$ cat config.mk
export PLATFORM = sky130hd
export DESIGN_NAME = sample_msg_demux_flat
export DESIGN_NICKNAME = d
export VERILOG_FILES = /design/src/rtl/sample_msg_demux_if.sv /design/src/rtl/sample_msg_demux.sv /design/src/flat_wrapper.sv
export SDC_FILE = /design/constraint.sdc
export NUM_CORES = 1
export LEC_CHECK = 0
export ABC_AREA = 1
export BUFFER_PORTS_ARGS = -buffer_cell sky130_fd_sc_hd__buf_2
export CAP_MARGIN = 10
export CORE_MARGIN = 1
export CORE_UTILIZATION = 51
export CTS_CLUSTER_SIZE = 14
export DETAILED_ROUTE_END_ITERATION = 8
export PLACE_DENSITY = 0.75
export SLEW_MARGIN = 20
export SYNTH_ARGS = -nofsm -noshare
export SYNTH_HDL_FRONTEND = slang
export SYNTH_SLANG_ARGS = --single-unit
$ cat constraint.sdc
create_clock -name clk -period 1.37 [get_ports clk]
set_clock_uncertainty 0.05 [all_clocks]
set_input_delay 0.274 -clock clk [delete_from_list [all_inputs] [get_ports clk]]
set_output_delay 0.274 -clock clk [all_outputs]
set_load 0.1 [all_outputs]
$ cat src/rtl/sample_msg_demux_if.sv
// Bundle for the sample/message demultiplexer: the input word stream and the split outputs.
// error_count is present only when SAMPLE_MSG_DEMUX_ERRCNT_EN is defined.
interface sample_msg_demux_if #(
    parameter int WIDTH  = 32,
    parameter int N_DEST = 3
);
    logic [WIDTH-1:0]  in_data;
    logic              in_nd;
    logic              error_clr;
    logic [WIDTH-1:0]  out_samples;
    logic              out_samples_nd;
    logic [WIDTH-1:0]  out_msg;
    logic [N_DEST-1:0] out_msg_nd;
    logic              out_msg_last;
    logic [1:0]        error;
`ifdef SAMPLE_MSG_DEMUX_ERRCNT_EN
    logic [15:0]       error_count;

    modport master (
        output in_data, in_nd, error_clr,
        input  out_samples, out_samples_nd, out_msg, out_msg_nd, out_msg_last, error, error_count
    );
    modport slave (
        input  in_data, in_nd, error_clr,
        output out_samples, out_samples_nd, out_msg, out_msg_nd, out_msg_last, error, error_count
    );
`else
    modport master (
        output in_data, in_nd, error_clr,
        input  out_samples, out_samples_nd, out_msg, out_msg_nd, out_msg_last, error
    );
    modport slave (
        input  in_data, in_nd, error_clr,
        output out_samples, out_samples_nd, out_msg, out_msg_nd, out_msg_last, error
    );
`endif
endinterface

$ cat src/rtl/sample_msg_demux.sv
// Splits a mixed word stream into a sample stream and N_DEST addressed message streams.
// Optional saturating error event counter enabled by SAMPLE_MSG_DEMUX_ERRCNT_EN.
module sample_msg_demux #(
    parameter int WIDTH            = 32,
    parameter int MSG_LENGTH_WIDTH = 8,
    parameter int ADDR_WIDTH       = 4,
    parameter int N_DEST           = 3
) (
    input  logic           clk,
    input  logic           rst,
    sample_msg_demux_if.slave bus
);
    typedef enum logic [1:0] {IDLE, MSG, DROP} state_t;

    state_t                      state_reg, state_next;
    logic [MSG_LENGTH_WIDTH-1:0] pos_reg, pos_next;
    logic [MSG_LENGTH_WIDTH-1:0] len_reg, len_next;
    logic [ADDR_WIDTH-1:0]       dest_reg, dest_next;

    logic [WIDTH-1:0]  out_samples_reg, out_samples_next;
    logic              out_samples_nd_reg, out_samples_nd_next;
    logic [WIDTH-1:0]  out_msg_reg, out_msg_next;
    logic [N_DEST-1:0] out_msg_nd_reg, out_msg_nd_next;
    logic              out_msg_last_reg, out_msg_last_next;
    logic [1:0]        error_reg, error_next;

    logic                        is_hdr;
    logic [MSG_LENGTH_WIDTH-1:0] hdr_len;
    logic [ADDR_WIDTH-1:0]       hdr_dest;
    logic                        dest_ok;
    logic                        pos_at_end;
    logic                        ev_abort, ev_bad_dest;
    logic [N_DEST-1:0]           hdr_onehot, dest_onehot;

    assign is_hdr      = bus.in_nd & bus.in_data[WIDTH-1];
    assign hdr_len     = bus.in_data[WIDTH-2 -: MSG_LENGTH_WIDTH];
    assign hdr_dest    = bus.in_data[WIDTH-2-MSG_LENGTH_WIDTH -: ADDR_WIDTH];
    assign dest_ok     = {1'b0, hdr_dest} < (ADDR_WIDTH+1)'(N_DEST);
    assign pos_at_end  = (pos_reg == len_reg);
    assign ev_abort    = is_hdr & (state_reg != IDLE);
    assign ev_bad_dest = is_hdr & ~dest_ok;

    // One-hot destination decodes keep the valid vector indexing width-clean.
    generate
        for (genvar gi = 0; gi < N_DEST; gi++) begin : g_onehot
            assign hdr_onehot[gi]  = (hdr_dest == ADDR_WIDTH'(gi));
            assign dest_onehot[gi] = (dest_reg == ADDR_WIDTH'(gi));
        end
    endgenerate

    always_ff @(posedge clk) begin
        if (rst) begin
            state_reg          <= IDLE;
            pos_reg            <= '0;
            len_reg            <= '0;
            dest_reg           <= '0;
            out_samples_reg    <= '0;
            out_samples_nd_reg <= 1'b0;
            out_msg_reg        <= '0;
            out_msg_nd_reg     <= '0;
            out_msg_last_reg   <= 1'b0;
            error_reg          <= 2'b00;
        end else begin
            state_reg          <= state_next;
            pos_reg            <= pos_next;
            len_reg            <= len_next;
            dest_reg           <= dest_next;
            out_samples_reg    <= out_samples_next;
            out_samples_nd_reg <= out_samples_nd_next;
            out_msg_reg        <= out_msg_next;
            out_msg_nd_reg     <= out_msg_nd_next;
            out_msg_last_reg   <= out_msg_last_next;
            error_reg          <= error_next;
        end
    end

    always_comb begin
        state_next = state_reg;
        pos_next   = pos_reg;
        len_next   = len_reg;
        dest_next  = dest_reg;
        if (is_hdr) begin
            len_next  = hdr_len;
            dest_next = hdr_dest;
            pos_next  = 1;
            if (hdr_len == '0)
                state_next = IDLE;
            else
                state_next = dest_ok ? MSG : DROP;
        end else if (bus.in_nd && state_reg != IDLE) begin
            if (pos_at_end) begin
                pos_next   = '0;
                state_next = IDLE;
            end else begin
                pos_next = pos_reg + 1'b1;
            end
        end
    end

    always_comb begin
        out_samples_next    = out_samples_reg;
        out_samples_nd_next = 1'b0;
        out_msg_next        = out_msg_reg;
        out_msg_nd_next     = '0;
        out_msg_last_next   = 1'b0;
        // Clear first so a coincident event re-sets its bit.
        error_next          = bus.error_clr ? 2'b00 : error_reg;
        if (ev_abort)
            error_next[0] = 1'b1;
        if (ev_bad_dest)
            error_next[1] = 1'b1;
        if (is_hdr) begin
            if (dest_ok) begin
                out_msg_next      = bus.in_data;
                out_msg_nd_next   = hdr_onehot;
                out_msg_last_next = (hdr_len == '0);
            end
        end else if (bus.in_nd) begin
            case (state_reg)
                IDLE: begin
                    out_samples_next    = bus.in_data;
                    out_samples_nd_next = 1'b1;
                end
                MSG: begin
                    out_msg_next      = bus.in_data;
                    out_msg_nd_next   = dest_onehot;
                    out_msg_last_next = pos_at_end;
                end
                default: ;
            endcase
        end
    end

    assign bus.out_samples    = out_samples_reg;
    assign bus.out_samples_nd = out_samples_nd_reg;
    assign bus.out_msg        = out_msg_reg;
    assign bus.out_msg_nd     = out_msg_nd_reg;
    assign bus.out_msg_last   = out_msg_last_reg;
    assign bus.error          = error_reg;

`ifdef SAMPLE_MSG_DEMUX_ERRCNT_EN
    logic [15:0] error_count_reg, error_count_next;
    logic [16:0] count_sum;

    always_comb begin
        count_sum = {1'b0, (bus.error_clr ? 16'd0 : error_count_reg)}
                    + 17'(ev_abort) + 17'(ev_bad_dest);
        error_count_next = count_sum[16] ? 16'hFFFF : count_sum[15:0];
    end

    always_ff @(posedge clk) begin
        if (rst)
            error_count_reg <= '0;
        else
            error_count_reg <= error_count_next;
    end

    assign bus.error_count = error_count_reg;
`endif
endmodule

$ cat src/flat_wrapper.sv
// flat-port wrapper written by rule: the top's interface ports become plain ports
module sample_msg_demux_flat 
#(
    parameter int WIDTH            = 32,
    parameter int MSG_LENGTH_WIDTH = 8,
    parameter int ADDR_WIDTH       = 4,
    parameter int N_DEST           = 3
)
  (clk, rst, bus_in_data, bus_in_nd, bus_error_clr, bus_out_samples, bus_out_samples_nd, bus_out_msg, bus_out_msg_nd, bus_out_msg_last, bus_error);
  sample_msg_demux_if #(.WIDTH(WIDTH), .N_DEST(N_DEST)) bus_i ();
  input  logic clk;
  input  logic rst;
  input wire logic [$bits(bus_i.in_data)-1:0] bus_in_data;
  input wire logic [$bits(bus_i.in_nd)-1:0] bus_in_nd;
  input wire logic [$bits(bus_i.error_clr)-1:0] bus_error_clr;
  output wire logic [$bits(bus_i.out_samples)-1:0] bus_out_samples;
  output wire logic [$bits(bus_i.out_samples_nd)-1:0] bus_out_samples_nd;
  output wire logic [$bits(bus_i.out_msg)-1:0] bus_out_msg;
  output wire logic [$bits(bus_i.out_msg_nd)-1:0] bus_out_msg_nd;
  output wire logic [$bits(bus_i.out_msg_last)-1:0] bus_out_msg_last;
  output wire logic [$bits(bus_i.error)-1:0] bus_error;
  assign bus_i.in_data = bus_in_data;
  assign bus_i.in_nd = bus_in_nd;
  assign bus_i.error_clr = bus_error_clr;
  assign bus_out_samples = bus_i.out_samples;
  assign bus_out_samples_nd = bus_i.out_samples_nd;
  assign bus_out_msg = bus_i.out_msg;
  assign bus_out_msg_nd = bus_i.out_msg_nd;
  assign bus_out_msg_last = bus_i.out_msg_last;
  assign bus_error = bus_i.error;
  sample_msg_demux #(.WIDTH(WIDTH), .MSG_LENGTH_WIDTH(MSG_LENGTH_WIDTH), .ADDR_WIDTH(ADDR_WIDTH), .N_DEST(N_DEST)) u_core (.clk(clk), .rst(rst), .bus(bus_i));
endmodule
# After elaboration in Yosys (flattened, before gate mapping)
# Cells that the tools add are included.
[totals]
ff_bits = 93
input_bits = 36
output_inout_bits = 71
wordCells = 68
[classes]
n_addsub = 1
order_cmp = 1
eq_ne = 7
mux = 24
n_bitwise = 6
n_reduce_logical = 17
[ops]
columns = ["op", "count"]
rows = [
  ["two-way mux 32 bit", 4],
  ["nonzero test 2 bit", 7],
  ["two-way mux 2 bit", 6],
  ["two-way mux 3 bit", 4],
  ["two-way mux 1 bit", 9],
  ["adder 8 x 1 -> 8 bit, second input constant", 1],
  ["== test 4 x 1 -> 1 bit, second input constant", 2],
  ["== test 4 x 2 -> 1 bit, second input constant", 2],
  ["== test 8 bit", 1],
  ["logical NOT 4 bit", 2],
  ["logical NOT 8 bit", 1],
  ["two-way mux 8 bit", 1],
  ["AND reduction 3 bit", 2],
  ["less-than comparator 4 x 2 -> 1 bit, second input constant", 1],
  ["bitwise AND 1 bit", 3],
  ["NOT 1 bit", 3],
  ["OR reduction 3 bit", 1],
  ["== test 2 x 1 -> 1 bit, second input constant", 1],
  ["logical NOT 2 bit", 1],
  ["!= test 2 bit, second input constant", 1],
  ["AND reduction 2 bit", 1],
  ["OR reduction 2 bit", 1],
  ["logical AND 1 bit", 1],
]

# Logic depth before layout (Yosys ltp)
[logic_depth]
depth_word = 4
ltp_mapped = 9
depth_no_buf = 8

# Worst setup path before layout
# OpenSTA, ideal clock, no wires.
[synth_path]
path_kind = "reg2reg"
startpoint = "register, netlist name u_core.bus.out_msg[19]"
endpoint = "register u_core.out_msg_reg[19] (netlist: u_core.bus.out_msg[19])"
setup_time_ns = 0.071
arrival_time_ns = 1.245
required_ns = 1.249
path_slack_ns = 0.004
stages_incl_launch_ff = 3
n_path_buf = 0
synth_period_minus_slack_ns = 1.366
path_cell_list = "dfxtp_1 > o21ai_0 > a21oi_1"
[synth_lines]
columns = ["item", "line_no", "rtl"]
rows = [
  ["to (signal assigned)", "sample_msg_demux.sv:70", "out_msg_reg <= out_msg_next;"],
  ["to (decl)", "sample_msg_demux.sv:22", "logic [WIDTH-1:0] out_msg_reg, out_msg_next;"],
]

# Worst setup path in the final report
[layout_path]
startpoint = "register u_core.len_reg[7]"
endpoint = "register u_core.pos_reg[3]"
[layout_via]
elab_chain_cells = 2
[layout_lines]
columns = ["item", "line_no", "rtl"]
rows = [
  ["from (decl)", "sample_msg_demux.sv:17", "logic [MSG_LENGTH_WIDTH-1:0] len_reg, len_next;"],
  ["from (signal assigned)", "sample_msg_demux.sv:66", "len_reg <= len_next;"],
  ["== test 8 bit", "sample_msg_demux.sv:39", "assign pos_at_end = (pos_reg == len_reg);"],
  ["two-way mux 8 bit", "sample_msg_demux.sv:91", "if (pos_at_end) begin"],
  ["to (signal assigned)", "sample_msg_demux.sv:65", "pos_reg <= pos_next;"],
  ["to (decl)", "sample_msg_demux.sv:16", "logic [MSG_LENGTH_WIDTH-1:0] pos_reg, pos_next;"],
]
# Every way passes these cells.
# A chain may end at the register's enable or synchronous reset.

==> impl_metrics.csv <==
group,metric,value,unit
logic_synthesis,ys_ff_latch,93,
route,dr.first_iter.drc_count,222,
timing,drv_slew,0,
floorplanning,die-area,7240,sq um
logic_synthesis,ys_top_cells_by_area,"dfxtp_1, nor2_1, o21ai_0",
global_routing,grt_pass1_vias,3620,
cts,cts_setup_buffers,0,
logic_synthesis,synth-main-ff-cell,"dfxtp_1",
placement,numPortBuffers,106,
floorplanning,die_w,85.1,microns
route,wirelength,10900,microns
logic_synthesis,synth_cell_types,30,
hold_path,hp-class,"input pin to flip-flop",
global_routing,grt_usage,31.3,%
timing,setup_viol,0,
placement,place_hpwl,7180,microns
logic_synthesis,syn_avg_cell_area,8.08,sq um
logic_synthesis,synth.most_common_cell,"nor2_1",
cells_and_area,fin_cells,636,
timing,min_period,1.37,ns
setup_path,path_max_fanout,7,
logic_synthesis,ys_top_cells_by_count,"nor2_1, dfxtp_1, o21ai_0",
setup_path,critPathSlowestCell,"dfxtp_1",
cts,ctsHoldBuffers,0,
logic_synthesis,synth.top_cell.area_share,52.8,%
setup_path,r2r_setup_slack,0.0007,ns
pwr,max-vdd-ir-drop,0.00136,V
route,via_count,3560,
global_routing,grt_antenna_before_repair,0,
outcome,status,"completed",
setup_path,slowest_delay,0.33,ns
cts,htree_levels,3,
setup_path,critPathKind,"flip-flop to flip-flop",
cts,cts_tree,"yes",
pwr,p_per_area,1290,nW/um^2
cts,numClockSinks,93,
logic_synthesis,syn-num-nets,473,
timing,slew_headroom,72.7,%
timing,fin_crit_sh,99.9,%
pwr,p_leak,2.42,nW
logic_synthesis,yosysTopAreaCell,"dfxtp_1",
placement,place.gp.congestion,0.815,
setup_path,crit_buf_inv,0,
route,antenna_left,0,
floorplanning,coreArea,6490,sq um
setup_path,end_kind,"flip-flop",
floorplanning,boundaryPins,107,
setup_path,required,1.58,ns
cells_and_area,seq_area,1870,sq um
cts,clock-root-buffer,"clkbuf_8",
cts,cts_buffer_depth,2,
timing,worstMarginPinSlew,0.408,ns
route,drtPass1Iterations,5,
global_routing,grt-ovfl-total,0,
cells_and_area,final_cell_area,5640,sq um
flow_run,drv_cap,0,
cells_and_area,drive_gt1_share,31.7,%
logic_synthesis,syn_inst,436,
floorplanning,chipHeight,85.1,microns
setup_path,cp_cell_sequence,"xnor2_1 -> nand2_1 -> nor2_2 -> nand3_2 -> nand2_4 -> nor2_1",
cts,insertion_delay,0.36,ns
global_routing,grtUsageMet1,35.9,%
logic_synthesis,synth_area,3520,sq um
timing,max_freq,730,MHz
logic_synthesis,yosys_warnings,0,
cells_and_area,fin_nets,591,
floorplanning,rows,29,
route,drc,0,
global_routing,grt_max_degree,28,
global_routing,grt_pass1_wl,17500,microns
setup_path,worst_setup_path_start_kind,"flip-flop",
cts,clkSlewWorstSetupHoldPaths,0.09,ns
route,wl_per_cell,17.1,microns
global_routing,top_usage_layer,"met2",
cells_and_area,diodes,0,
global_routing,use_met3,10.6,%
cts,numCtsBuffers,9,
placement,postPlaceCellArea,5320,sq um
logic_synthesis,ys_seq_area_share,52.8,%
cells_and_area,fill_cells,333,
global_routing,gr-usage-met2,52.7,%
route,via_per_inst,5.60,
floorplanning,initial_utilization,54.2,%
cells_and_area,multi_input_area,1410,sq um
setup_path,cp_data_arrival_time,1.58,ns
setup_path,crit_family,"simple AND/OR/NAND/NOR gates",
placement,placed_cells,620,
cells_and_area,area_growth,60.0,%
logic_synthesis,async_reset_ff_share,0,%
logic_synthesis,synth_edf_count,0,
timing,hold_violations,0,
[per-layer routing]
| metal | vias to the layer above | part of all wire (%) |
|---|---|---|
| li1 | 1650 | - |
| met5 | - | 0 |
| met3 | 46 | 8.4 |
| met4 | 0 | 3.1 |
| met1 | 1668 | 40 |
| met2 | 196 | 49 |
[worst min-delay path, delay by kind of cell]
kind                   cells  cell delay [ns]
buffers and inverters      1             0.09
and+or+nand+nor            2             0.12
[cells by family (layout without fill, tap and decap cells)]
logic type	Yosys count	after routing	synth area share, %
AOI/OAI and AO/OA	112	112	16.2
DFF	93	93	52.8
buffers and inverters	54	177	7.74
adders and majority gates	1	1	0.355
xor gates and xnor gates	11	11	2.73
muxes	1	1	0.284
and+or+nand+nor	164	164	19.9
[path summary, 6_finish.rpt]
| path | from | endpoint | cells after the start |
|---|---|---|---|
| setup reg to reg | u_core.len_reg[7] | u_core.pos_reg[3] | 6 |
| hold reg to reg | u_core.bus.out_samples[31] | u_core.bus.out_samples[31] | 2 |
| hold / removal | bus_in_data[17] | u_core.bus.out_msg[17] | 3 |
| setup / recovery | u_core.len_reg[7] | u_core.pos_reg[3] | 6 |
[placed cells by master (no fill, tap or decap)]
cell type and count:
a21oi_1 34, ha_1 1, a22oi_1 1, nand4_1 3
dfxtp_2 8, nor2_2 6, nand3_1 12, buf_4 19
a32oi_1 1, clkbuf_1 1, o21ai_0 68, inv_2 5
nand3_2 3, dfxtp_1 85, inv_1 24, o22ai_1 1
mux2i_1 1, o21bai_1 1, nor2_4 3, nand2_1 24
inv_4 1, buf_12 77, nor3_1 2, nand2_4 2
nor2_1 106, o21ai_1 6, nand2_2 3, xor2_1 2
clkbuf_8 9, buf_2 35, clkinv_4 1, bufinv_16 5
xnor2_1 9
[power by group]
part | total [mW] | leakage, nW | switching [mW] | internal [mW]
Sequential | 2.98 | 0.764 | 0.138 | 2.84
Combinational | 1.76 | 1.52 | 1.15 | 0.607
Clock | 2.57 | 0.141 | 0.980 | 1.58
Total | 7.30 | 2.42 | 2.27 | 5.03
[area by class of cell]
class / instances / area share (%)
Timing Repair Buffer: 131 / 33.0
Multi-Input combinational cell: 289 / 25.0
Inverter: 30 / 2.04
Tap cell: 77 / 1.71
Clock buffer: 10 / 2.26
Sequential cell: 93 / 33.2
Clock inverter: 6 / 2.82
[what timing repair did]
item | in CTS | in global routing
pin swaps | 0 | 5
cloned | 0 | 0
resized for setup | 6 | 10
hold endpoints to repair | 0 | 0
endpoints found under the setup margin | 14 | 38
[through the flow]
step	hold WS [ns]	util [%]	setup slack [ns]	power, mW	TNS, ns
after floorplan	0.357	-	0.00442	4.04	0
after global placement	0.392	81.9	0.0111	4.71	0
after detailed placement	0.396	81.9	-0.0489	4.75	-0.0865
after CTS	0.0826	86.6	0.0135	7.28	0
after global routing	0.0894	86.8	-0.0234	7.51	-0.0442
final	0.0894	86.8	0.000704	7.30	0
(Power assumes the default switching activity.)
